<file path="src/rtl/sdram_arb_pkg.sv">
`default_nettype none
// ============================================================================
// Module   : sdram_arb_pkg
// Brief    : Shared state, grant and owner encodings for the SDRAM arbiter.
// Revision : 1.0  initial release
// ============================================================================
package sdram_arb_pkg;

    localparam logic [2:0] ST_IDLE    = 3'd0;
    localparam logic [2:0] ST_RD_F    = 3'd1;
    localparam logic [2:0] ST_RD_M    = 3'd2;
    localparam logic [2:0] ST_WR_M    = 3'd3;
    localparam logic [2:0] ST_RELEASE = 3'd4;

    localparam logic [1:0] GNT_NONE = 2'd0;
    localparam logic [1:0] GNT_F_RD = 2'd1;
    localparam logic [1:0] GNT_M_RD = 2'd2;
    localparam logic [1:0] GNT_M_WR = 2'd3;

    localparam logic OWN_F = 1'b0;
    localparam logic OWN_M = 1'b1;

endpackage
`default_nettype wire

</file>
<file path="src/rtl/sdram_rr_pick.sv">
`default_nettype none
// ============================================================================
// Module   : sdram_rr_pick
// Brief    : Two-way round-robin picker; one-hot pick, bit0 fetch, bit1 mem.
// Revision : 1.0  initial release
// ============================================================================
module sdram_rr_pick
    import sdram_arb_pkg::*;
(
    input  logic       i_req_f,
    input  logic       i_req_m,
    input  logic       i_last_owner,
    output logic [1:0] o_pick
);

    always_comb begin
        o_pick = 2'b00;
        if (i_req_f && i_req_m) begin
            // On contention the side that did not win last time goes next.
            o_pick = (i_last_owner == OWN_M) ? 2'b01 : 2'b10;
        end else if (i_req_f) begin
            o_pick = 2'b01;
        end else if (i_req_m) begin
            o_pick = 2'b10;
        end
    end

endmodule
`default_nettype wire

</file>
<file path="src/rtl/sdram_arbiter.sv">
`default_nettype none
// ============================================================================
// Module   : sdram_arbiter
// Brief    : Grant FSM sharing one SDRAM port between fetch and mem stage.
// Revision : 1.0  initial release
// ============================================================================
module sdram_arbiter
    import sdram_arb_pkg::*;
#(
    parameter int AW             = 32,
    parameter int DW             = 32,
    parameter int TIMEOUT_CYCLES = 1024
) (
    input  logic          clk,
    input  logic          reset,
    input  logic          f_rd_req,
    input  logic [AW-1:0] f_rd_addr,
    output logic          f_rd_fin,
    output logic [DW-1:0] f_rd_data,
    input  logic          m_rd_req,
    input  logic [AW-1:0] m_rd_addr,
    output logic          m_rd_fin,
    output logic [DW-1:0] m_rd_data,
    input  logic          m_wr_req,
    input  logic [AW-1:0] m_wr_addr,
    input  logic [DW-1:0] m_wr_data,
    output logic          m_wr_fin,
    output logic          sdram_rd_req,
    output logic [AW-1:0] sdram_rd_addr,
    input  logic          sdram_rd_fin,
    input  logic [DW-1:0] sdram_rd_data,
    output logic          sdram_wr_req,
    output logic [AW-1:0] sdram_wr_addr,
    output logic [DW-1:0] sdram_wr_data,
    input  logic          sdram_wr_fin,
    output logic [1:0]    grant,
    output logic          busy,
    output logic          timeout_err
);

    localparam int c_cnt_w = (TIMEOUT_CYCLES > 0) ? $clog2(TIMEOUT_CYCLES + 1) : 1;
    localparam logic [c_cnt_w-1:0] c_wait_limit = c_cnt_w'(TIMEOUT_CYCLES);

    logic [2:0]         r_state;
    logic               r_last_owner;
    logic [1:0]         r_grant;
    logic               r_busy;
    logic               r_timeout_err;
    logic [c_cnt_w-1:0] r_wait_cnt;
    logic               r_f_rd_fin;
    logic               r_m_rd_fin;
    logic               r_m_wr_fin;
    logic [DW-1:0]      r_f_rd_data;
    logic [DW-1:0]      r_m_rd_data;
    logic               r_sdram_rd_req;
    logic [AW-1:0]      r_sdram_rd_addr;
    logic               r_sdram_wr_req;
    logic [AW-1:0]      r_sdram_wr_addr;
    logic [DW-1:0]      r_sdram_wr_data;

    logic [1:0]         w_pick;
    logic               w_wait_inc;
    logic [c_cnt_w-1:0] w_cnt_next;

    sdram_rr_pick u_pick (
        .i_req_f      (f_rd_req),
        .i_req_m      (m_rd_req | m_wr_req),
        .i_last_owner (r_last_owner),
        .o_pick       (w_pick)
    );

    // Saturating wait counter; a zero limit keeps the watchdog inert.
    assign w_wait_inc = (TIMEOUT_CYCLES != 0) && (r_wait_cnt != c_wait_limit);
    assign w_cnt_next = r_wait_cnt + 1'b1;

    always_ff @(posedge clk or negedge reset) begin
        if (!reset) begin
            r_state         <= ST_IDLE;
            r_last_owner    <= OWN_M;
            r_grant         <= GNT_NONE;
            r_busy          <= 1'b0;
            r_timeout_err   <= 1'b0;
            r_wait_cnt      <= '0;
            r_f_rd_fin      <= 1'b0;
            r_m_rd_fin      <= 1'b0;
            r_m_wr_fin      <= 1'b0;
            r_f_rd_data     <= '0;
            r_m_rd_data     <= '0;
            r_sdram_rd_req  <= 1'b0;
            r_sdram_rd_addr <= '0;
            r_sdram_wr_req  <= 1'b0;
            r_sdram_wr_addr <= '0;
            r_sdram_wr_data <= '0;
        end else begin
            r_f_rd_fin <= 1'b0;
            r_m_rd_fin <= 1'b0;
            r_m_wr_fin <= 1'b0;
            case (r_state)
                ST_IDLE: begin
                    r_wait_cnt <= '0;
                    if (w_pick[0]) begin
                        r_state         <= ST_RD_F;
                        r_grant         <= GNT_F_RD;
                        r_busy          <= 1'b1;
                        r_last_owner    <= OWN_F;
                        r_sdram_rd_req  <= 1'b1;
                        r_sdram_rd_addr <= f_rd_addr;
                    end else if (w_pick[1]) begin
                        r_busy       <= 1'b1;
                        r_last_owner <= OWN_M;
                        // A simultaneous mem read and write serves the write.
                        if (m_wr_req) begin
                            r_state         <= ST_WR_M;
                            r_grant         <= GNT_M_WR;
                            r_sdram_wr_req  <= 1'b1;
                            r_sdram_wr_addr <= m_wr_addr;
                            r_sdram_wr_data <= m_wr_data;
                        end else begin
                            r_state         <= ST_RD_M;
                            r_grant         <= GNT_M_RD;
                            r_sdram_rd_req  <= 1'b1;
                            r_sdram_rd_addr <= m_rd_addr;
                        end
                    end
                end
                ST_RD_F, ST_RD_M: begin
                    if (sdram_rd_fin) begin
                        r_sdram_rd_req <= 1'b0;
                        r_grant        <= GNT_NONE;
                        r_state        <= ST_RELEASE;
                        if (r_state == ST_RD_F) begin
                            r_f_rd_fin  <= 1'b1;
                            r_f_rd_data <= sdram_rd_data;
                        end else begin
                            r_m_rd_fin  <= 1'b1;
                            r_m_rd_data <= sdram_rd_data;
                        end
                    end else if (w_wait_inc) begin
                        r_wait_cnt <= w_cnt_next;
                        if (w_cnt_next == c_wait_limit) r_timeout_err <= 1'b1;
                    end
                end
                ST_WR_M: begin
                    if (sdram_wr_fin) begin
                        r_sdram_wr_req <= 1'b0;
                        r_grant        <= GNT_NONE;
                        r_state        <= ST_RELEASE;
                        r_m_wr_fin     <= 1'b1;
                    end else if (w_wait_inc) begin
                        r_wait_cnt <= w_cnt_next;
                        if (w_cnt_next == c_wait_limit) r_timeout_err <= 1'b1;
                    end
                end
                ST_RELEASE: begin
                    r_state <= ST_IDLE;
                    r_busy  <= 1'b0;
                end
                default: begin
                    r_state        <= ST_IDLE;
                    r_grant        <= GNT_NONE;
                    r_busy         <= 1'b0;
                    r_sdram_rd_req <= 1'b0;
                    r_sdram_wr_req <= 1'b0;
                end
            endcase
        end
    end

    assign f_rd_fin      = r_f_rd_fin;
    assign f_rd_data     = r_f_rd_data;
    assign m_rd_fin      = r_m_rd_fin;
    assign m_rd_data     = r_m_rd_data;
    assign m_wr_fin      = r_m_wr_fin;
    assign sdram_rd_req  = r_sdram_rd_req;
    assign sdram_rd_addr = r_sdram_rd_addr;
    assign sdram_wr_req  = r_sdram_wr_req;
    assign sdram_wr_addr = r_sdram_wr_addr;
    assign sdram_wr_data = r_sdram_wr_data;
    assign grant         = r_grant;
    assign busy          = r_busy;
    assign timeout_err   = r_timeout_err;

endmodule
`default_nettype wire

</file>
<file path="config.mk">
export PLATFORM = sky130hd
export DESIGN_NAME = sdram_arbiter
export DESIGN_NICKNAME = d
export VERILOG_FILES = /design/src/rtl/sdram_arb_pkg.sv /design/src/rtl/sdram_rr_pick.sv /design/src/rtl/sdram_arbiter.sv
export SDC_FILE = /design/constraint.sdc
export NUM_CORES = 1
export LEC_CHECK = 0
export CAP_MARGIN = 20
export CORE_ASPECT_RATIO = 0.5
export CORE_MARGIN = 3
export CORE_UTILIZATION = 44
export CTS_BUF_LIST = sky130_fd_sc_hd__clkbuf_2 sky130_fd_sc_hd__clkbuf_4 sky130_fd_sc_hd__clkbuf_8
export DETAILED_ROUTE_END_ITERATION = 10
export HOLD_SLACK_MARGIN = 0.06
export PLACE_DENSITY = 0.83
export SYNTH_ARGS = -nofsm -noshare
export SYNTH_HDL_FRONTEND = slang
export SYNTH_SLANG_ARGS = --single-unit
</file>
<file path="constraint.sdc">
create_clock -name clk -period 2.2 [get_ports clk]
set_clock_uncertainty 0.1 [all_clocks]
set_input_delay 0.44 -clock clk [delete_from_list [all_inputs] [get_ports clk]]
set_output_delay 0.44 -clock clk [all_outputs]
set_load 0.01 [all_outputs]
</file>
==> impl_metrics.prom <==
# TYPE chip_impl_metric gauge
chip_impl_metric{name="grt_pass1_wl",unit="um"} 33900
chip_impl_info{name="clk_tree_root_cell",value="sky130_fd_sc_hd__clkbuf_8"} 1
chip_impl_metric{name="flip_flop_and_latch_count_after_synthesis",unit=""} 184
chip_impl_metric{name="slew-limit-headroom",unit="%"} 68.4
chip_impl_info{name="hold_path.class",value="reg2reg"} 1
chip_impl_info{name="synth_top_cells_by_area",value="sky130_fd_sc_hd__dfrtp_1 (60%), sky130_fd_sc_hd__mux2_1 (17%), sky130_fd_sc_hd__mux2i_1 (4.2%)"} 1
chip_impl_info{name="rsz0062_at_grt",value="no"} 1
chip_impl_metric{name="dieHeight",unit="um"} 99.4
chip_impl_info{name="hold_path.startpoint",value="timeout_err$_DFFE_PN0P_"} 1
chip_impl_metric{name="worst_ep_arrival_time",unit="ns"} 2.35
chip_impl_info{name="cp-end-kind",value="flip-flop"} 1
chip_impl_metric{name="finalNonFillerCells",unit=""} 1157
chip_impl_metric{name="dp.cells",unit=""} 1127
chip_impl_metric{name="die_w",unit="um"} 193
chip_impl_metric{name="synth_cells",unit=""} 572
chip_impl_metric{name="diodes",unit=""} 0
chip_impl_metric{name="place.detailed.hpwl",unit="um"} 16700
chip_impl_metric{name="timing.final.ws_setup",unit="ns"} 0.104
chip_impl_metric{name="fillers",unit=""} 1199
chip_impl_metric{name="num_rows",unit=""} 33
chip_impl_metric{name="power.density",unit="mW/mm^2"} 1370
chip_impl_metric{name="synth_cell_types",unit=""} 53
chip_impl_metric{name="syn_nets",unit=""} 741
chip_impl_metric{name="cap_violations",unit=""} 0
chip_impl_metric{name="synth_area",unit="mm^2"} 0.00767
chip_impl_metric{name="worst_ep_required_time",unit="ns"} 2.45
chip_impl_metric{name="path_max_fanout",unit=""} 9
chip_impl_info{name="worst_r2r_startpoint",value="r_state[1]$_DFFE_PN0P_"} 1
chip_impl_metric{name="drive_gt1_share",unit="%"} 9.14
chip_impl_metric{name="routed_wirelength",unit="um"} 21800
chip_impl_info{name="most_common_flop_cell_mapped_by_yosys",value="sky130_fd_sc_hd__dfrtp_1"} 1
chip_impl_metric{name="cts_buffers",unit=""} 17
chip_impl_metric{name="buffer_ports.inserted",unit=""} 335
chip_impl_metric{name="vdd_ir_drop_max",unit="mV"} 0.761
chip_impl_metric{name="worst_skew_pair.late_latency",unit="ns"} 0.46
chip_impl_metric{name="io_pins",unit=""} 336
chip_impl_metric{name="edff_count_synth",unit=""} 0
chip_impl_info{name="reg2reg_to",value="r_wait_cnt[6]$_DFFE_PN0P_"} 1
chip_impl_metric{name="detail_route.drc_violations",unit=""} 0
chip_impl_metric{name="synth-seq-area-share",unit="%"} 60.0
chip_impl_metric{name="cts.clk_slew.worst_paths",unit="ns"} 0.10
chip_impl_metric{name="flow.area_growth_from_synthesis",unit="%"} 56.0
chip_impl_metric{name="synth.avg_cell_area",unit="um^2"} 13.4
chip_impl_metric{name="clock_sinks",unit=""} 184
chip_impl_metric{name="yosys_warnings",unit=""} 0
chip_impl_metric{name="finalHoldViolations",unit=""} 0
chip_impl_metric{name="detail_route.iter0.violations",unit=""} 333
chip_impl_info{name="min_delay_worst_endpoint",value="timeout_err$_DFFE_PN0P_"} 1
chip_impl_info{name="tritoncts",value="done"} 1
chip_impl_info{name="outcome",value="finished clean"} 1
chip_impl_metric{name="finalMaxSlewViolations",unit=""} 0
chip_impl_metric{name="tightestPinTransition",unit="ns"} 0.474
chip_impl_metric{name="total_power",unit="mW"} 16.3
chip_impl_metric{name="ff_latch_area",unit="mm^2"} 0.00461
chip_impl_metric{name="min_path_cells",unit=""} 2
chip_impl_metric{name="initial_utilization",unit="%"} 45.9
chip_impl_metric{name="avgRoutedWirePerCell",unit="um"} 18.9
chip_impl_metric{name="synth_async_sr_flop_share",unit="%"} 100
chip_impl_info{name="criticalPathCategory",value="reg2reg"} 1
chip_impl_metric{name="final_net_count",unit=""} 1090
chip_impl_metric{name="cts.path.max_buffers",unit=""} 2
chip_impl_metric{name="fin_worst_hold_slack",unit="ns"} 0.371
chip_impl_metric{name="vias",unit=""} 5981
chip_impl_metric{name="synth.top_cell.area_share",unit="%"} 59.7
chip_impl_metric{name="global_route.usage.total",unit="%"} 22.9
chip_impl_info{name="crit_start",value="r_state[1]$_DFFE_PN0P_"} 1
chip_impl_metric{name="via_count_of_the_first_global_routing_pass",unit=""} 6263
chip_impl_metric{name="reg2regPathDepth",unit=""} 4
chip_impl_metric{name="period_share",unit="%"} 95.3
chip_impl_metric{name="globalRoute.totalOverflow",unit=""} 0
chip_impl_metric{name="final_antenna_net_count",unit=""} 0
chip_impl_metric{name="area_used_by_multi_input_combinational_logic",unit="mm^2"} 0.00288
chip_impl_metric{name="place_worst_setup_slack",unit="ns"} -0.245
chip_impl_metric{name="gp_congestion",unit=""} 0.917
chip_impl_info{name="worst_setup_path_start_kind",value="flip-flop"} 1
chip_impl_metric{name="post_cts_repair_timing_setup_buffer_count",unit=""} 0
chip_impl_metric{name="detail_route.first_pass.iterations",unit=""} 5
chip_impl_metric{name="pin_count_of_the_biggest_net_entering_global_routing",unit=""} 66
chip_impl_metric{name="power_leakage",unit="nW"} 5.09
chip_impl_metric{name="rrSetupSlack",unit="ns"} 0.10
chip_impl_metric{name="fin_util",unit="%"} 71.6
chip_impl_metric{name="grt_antenna_before_repair",unit=""} 0
chip_impl_metric{name="overall_die_area",unit="mm^2"} 0.0192
chip_impl_metric{name="fmax",unit="MHz"} 477
chip_impl_info{name="synth_largest_area_cell",value="sky130_fd_sc_hd__dfrtp_1"} 1
chip_impl_metric{name="vias_per_cell",unit=""} 5.17
chip_impl_metric{name="finalCriticalPeriod",unit="ns"} 2.10
chip_impl_metric{name="htree_num_levels",unit=""} 4
chip_impl_metric{name="setup_viol_count_final",unit=""} 0
chip_impl_metric{name="design.core.area",unit="mm^2"} 0.0167
-- sequential cells by signal (all words and copies together) (netlist names) --
| signal | flops |
|---|---|
| grant | 2 |
| m_wr_fin | 1 |
| sdram_rd_req | 1 |
| f_rd_data | 32 |
| m_rd_fin | 1 |
| sdram_wr_data | 32 |
| timeout_err | 1 |
| r_last_owner | 1 |
| sdram_rd_addr | 32 |
| m_rd_data | 32 |
| sdram_wr_req | 1 |
| r_state | 3 |
| busy | 1 |
| f_rd_fin | 1 |
| r_wait_cnt | 11 |
| sdram_wr_addr | 32 |
-- layer usage --
layer	wire, um	GRT usage [%]	vias up
met5	0	0	-
met4	410	6.82	0
met3	1150	4.65	42
met2	11900	43.1	193
met1	8410	26.4	3010
li1	-	-	2736
-- logic make-up after synthesis --
logic type                 after synthesis  synth area share, %
AOI/OAI and AO/OA                       87                 7.34
xor gates and xnor gates                 2                0.228
adders and majority gates                2                0.326
buffers and inverters                   45                 2.92
DFF                                    184                 60.0
muxes                                  162                 23.3
and+or+nand+nor                         90                 5.85
-- worst max path at each step --
stage | to | slack, ns | cells after the start
finish | r_wait_cnt[6]$_DFFE_PN0P_ | 0.10 | 4
global placement | r_wait_cnt[6]$_DFFE_PN0P_ | -0.22 | 5
global route | r_wait_cnt[2]$_DFFE_PN0P_ | 0.005 | 5
floorplan | r_wait_cnt[6]$_DFFE_PN0P_ | 0.29 | 5
detailed placement | r_wait_cnt[6]$_DFFE_PN0P_ | -0.25 | 5
CTS | r_wait_cnt[6]$_DFFE_PN0P_ | 0.05 | 4
-- timing repair --
| action | in CTS | in global routing |
|---|---|---|
| endpoints found under the setup margin | 0 | 38 |
| endpoints found under the hold margin | 44 | 0 |
| hold buffers | 1 | 0 |
| gates resized for setup | 0 | 2 |
-- where the power goes --
part           leakage, nW  total (mW)  internal (mW)  switching [mW]
clock network        0.224        2.62           1.47            1.15
registers             2.18        5.92           5.01           0.912
logic                 2.68        7.79           4.47            3.32
total                 5.09        16.3           11.0            5.39
-- per-stage QoR --
stage,instance area [um^2],TNS [ns]
6_report,12000,0
5_1_grt,12000,0
4_1_cts,12000,0
3_5_place_dp,11500,-4.97
3_3_place_gp,11500,-3.43
2_1_floorplan,7670,0
-- cell usage after synthesis (2+ instances only) --
| cell | instances |
|---|---|
| sky130_fd_sc_hd__a21oi_1 | 39 |
| sky130_fd_sc_hd__a31oi_1 | 8 |
| sky130_fd_sc_hd__and3_1 | 3 |
| sky130_fd_sc_hd__buf_2 | 23 |
| sky130_fd_sc_hd__buf_6 | 3 |
| sky130_fd_sc_hd__clkbuf_1 | 10 |
| sky130_fd_sc_hd__dfrtp_1 | 183 |
| sky130_fd_sc_hd__ha_1 | 2 |
| sky130_fd_sc_hd__inv_1 | 8 |
| sky130_fd_sc_hd__mux2_1 | 118 |
| sky130_fd_sc_hd__mux2_2 | 11 |
| sky130_fd_sc_hd__mux2i_1 | 32 |
| sky130_fd_sc_hd__nand2_1 | 11 |
| sky130_fd_sc_hd__nand2b_1 | 2 |
| sky130_fd_sc_hd__nand3_1 | 6 |
| sky130_fd_sc_hd__nand4_1 | 3 |
| sky130_fd_sc_hd__nor2_1 | 42 |
| sky130_fd_sc_hd__nor3_1 | 2 |
| sky130_fd_sc_hd__nor4_1 | 5 |
| sky130_fd_sc_hd__o211ai_1 | 3 |
| sky130_fd_sc_hd__o21a_1 | 2 |
| sky130_fd_sc_hd__o21ai_0 | 3 |
| sky130_fd_sc_hd__o21ai_1 | 8 |
| sky130_fd_sc_hd__o21bai_1 | 2 |
| sky130_fd_sc_hd__o31ai_1 | 10 |
| sky130_fd_sc_hd__o41ai_2 | 2 |
| sky130_fd_sc_hd__or2_1 | 2 |
| sky130_fd_sc_hd__or2_2 | 3 |
| sky130_fd_sc_hd__or3_1 | 2 |
-- worst max-delay path, cell delays in order, from the launching register on --
cell                      delay [ns]
sky130_fd_sc_hd__dfrtp_2        0.49
sky130_fd_sc_hd__mux2_4         0.34
sky130_fd_sc_hd__mux2_2         0.26
sky130_fd_sc_hd__or3_1          0.49
sky130_fd_sc_hd__o41ai_2        0.31
-- cells in the final DEF (no fill, tap or decap), types with 3 or more instances in the layout --
cell,count
sky130_fd_sc_hd__a21oi_1,39
sky130_fd_sc_hd__bufinv_16,6
sky130_fd_sc_hd__nand3_1,6
sky130_fd_sc_hd__a31oi_1,8
sky130_fd_sc_hd__mux2_2,11
sky130_fd_sc_hd__clkbuf_8,17
sky130_fd_sc_hd__inv_1,8
sky130_fd_sc_hd__buf_12,8
sky130_fd_sc_hd__o21ai_0,3
sky130_fd_sc_hd__nand4_1,3
sky130_fd_sc_hd__buf_4,21
sky130_fd_sc_hd__nor2_1,42
sky130_fd_sc_hd__clkdlybuf4s50_1,334
sky130_fd_sc_hd__nor4_1,5
sky130_fd_sc_hd__mux2i_1,32
sky130_fd_sc_hd__mux2_1,118
sky130_fd_sc_hd__o31ai_1,10
sky130_fd_sc_hd__o211ai_1,3
sky130_fd_sc_hd__and3_1,3
sky130_fd_sc_hd__dfrtp_1,182
sky130_fd_sc_hd__o21ai_1,8
sky130_fd_sc_hd__nand2_1,11
sky130_fd_sc_hd__or2_2,3
-- final cells by class --
type	instances	area share, %
flip-flops and latches	184	38.5
repair buffers	367	31.1
multi-input cells	343	24.1
well taps	227	2.37
clock buffers	19	2.08
clock inverters	9	1.68
inverters	8	0.251
Note: power is estimated with default switching activity, not from simulation.
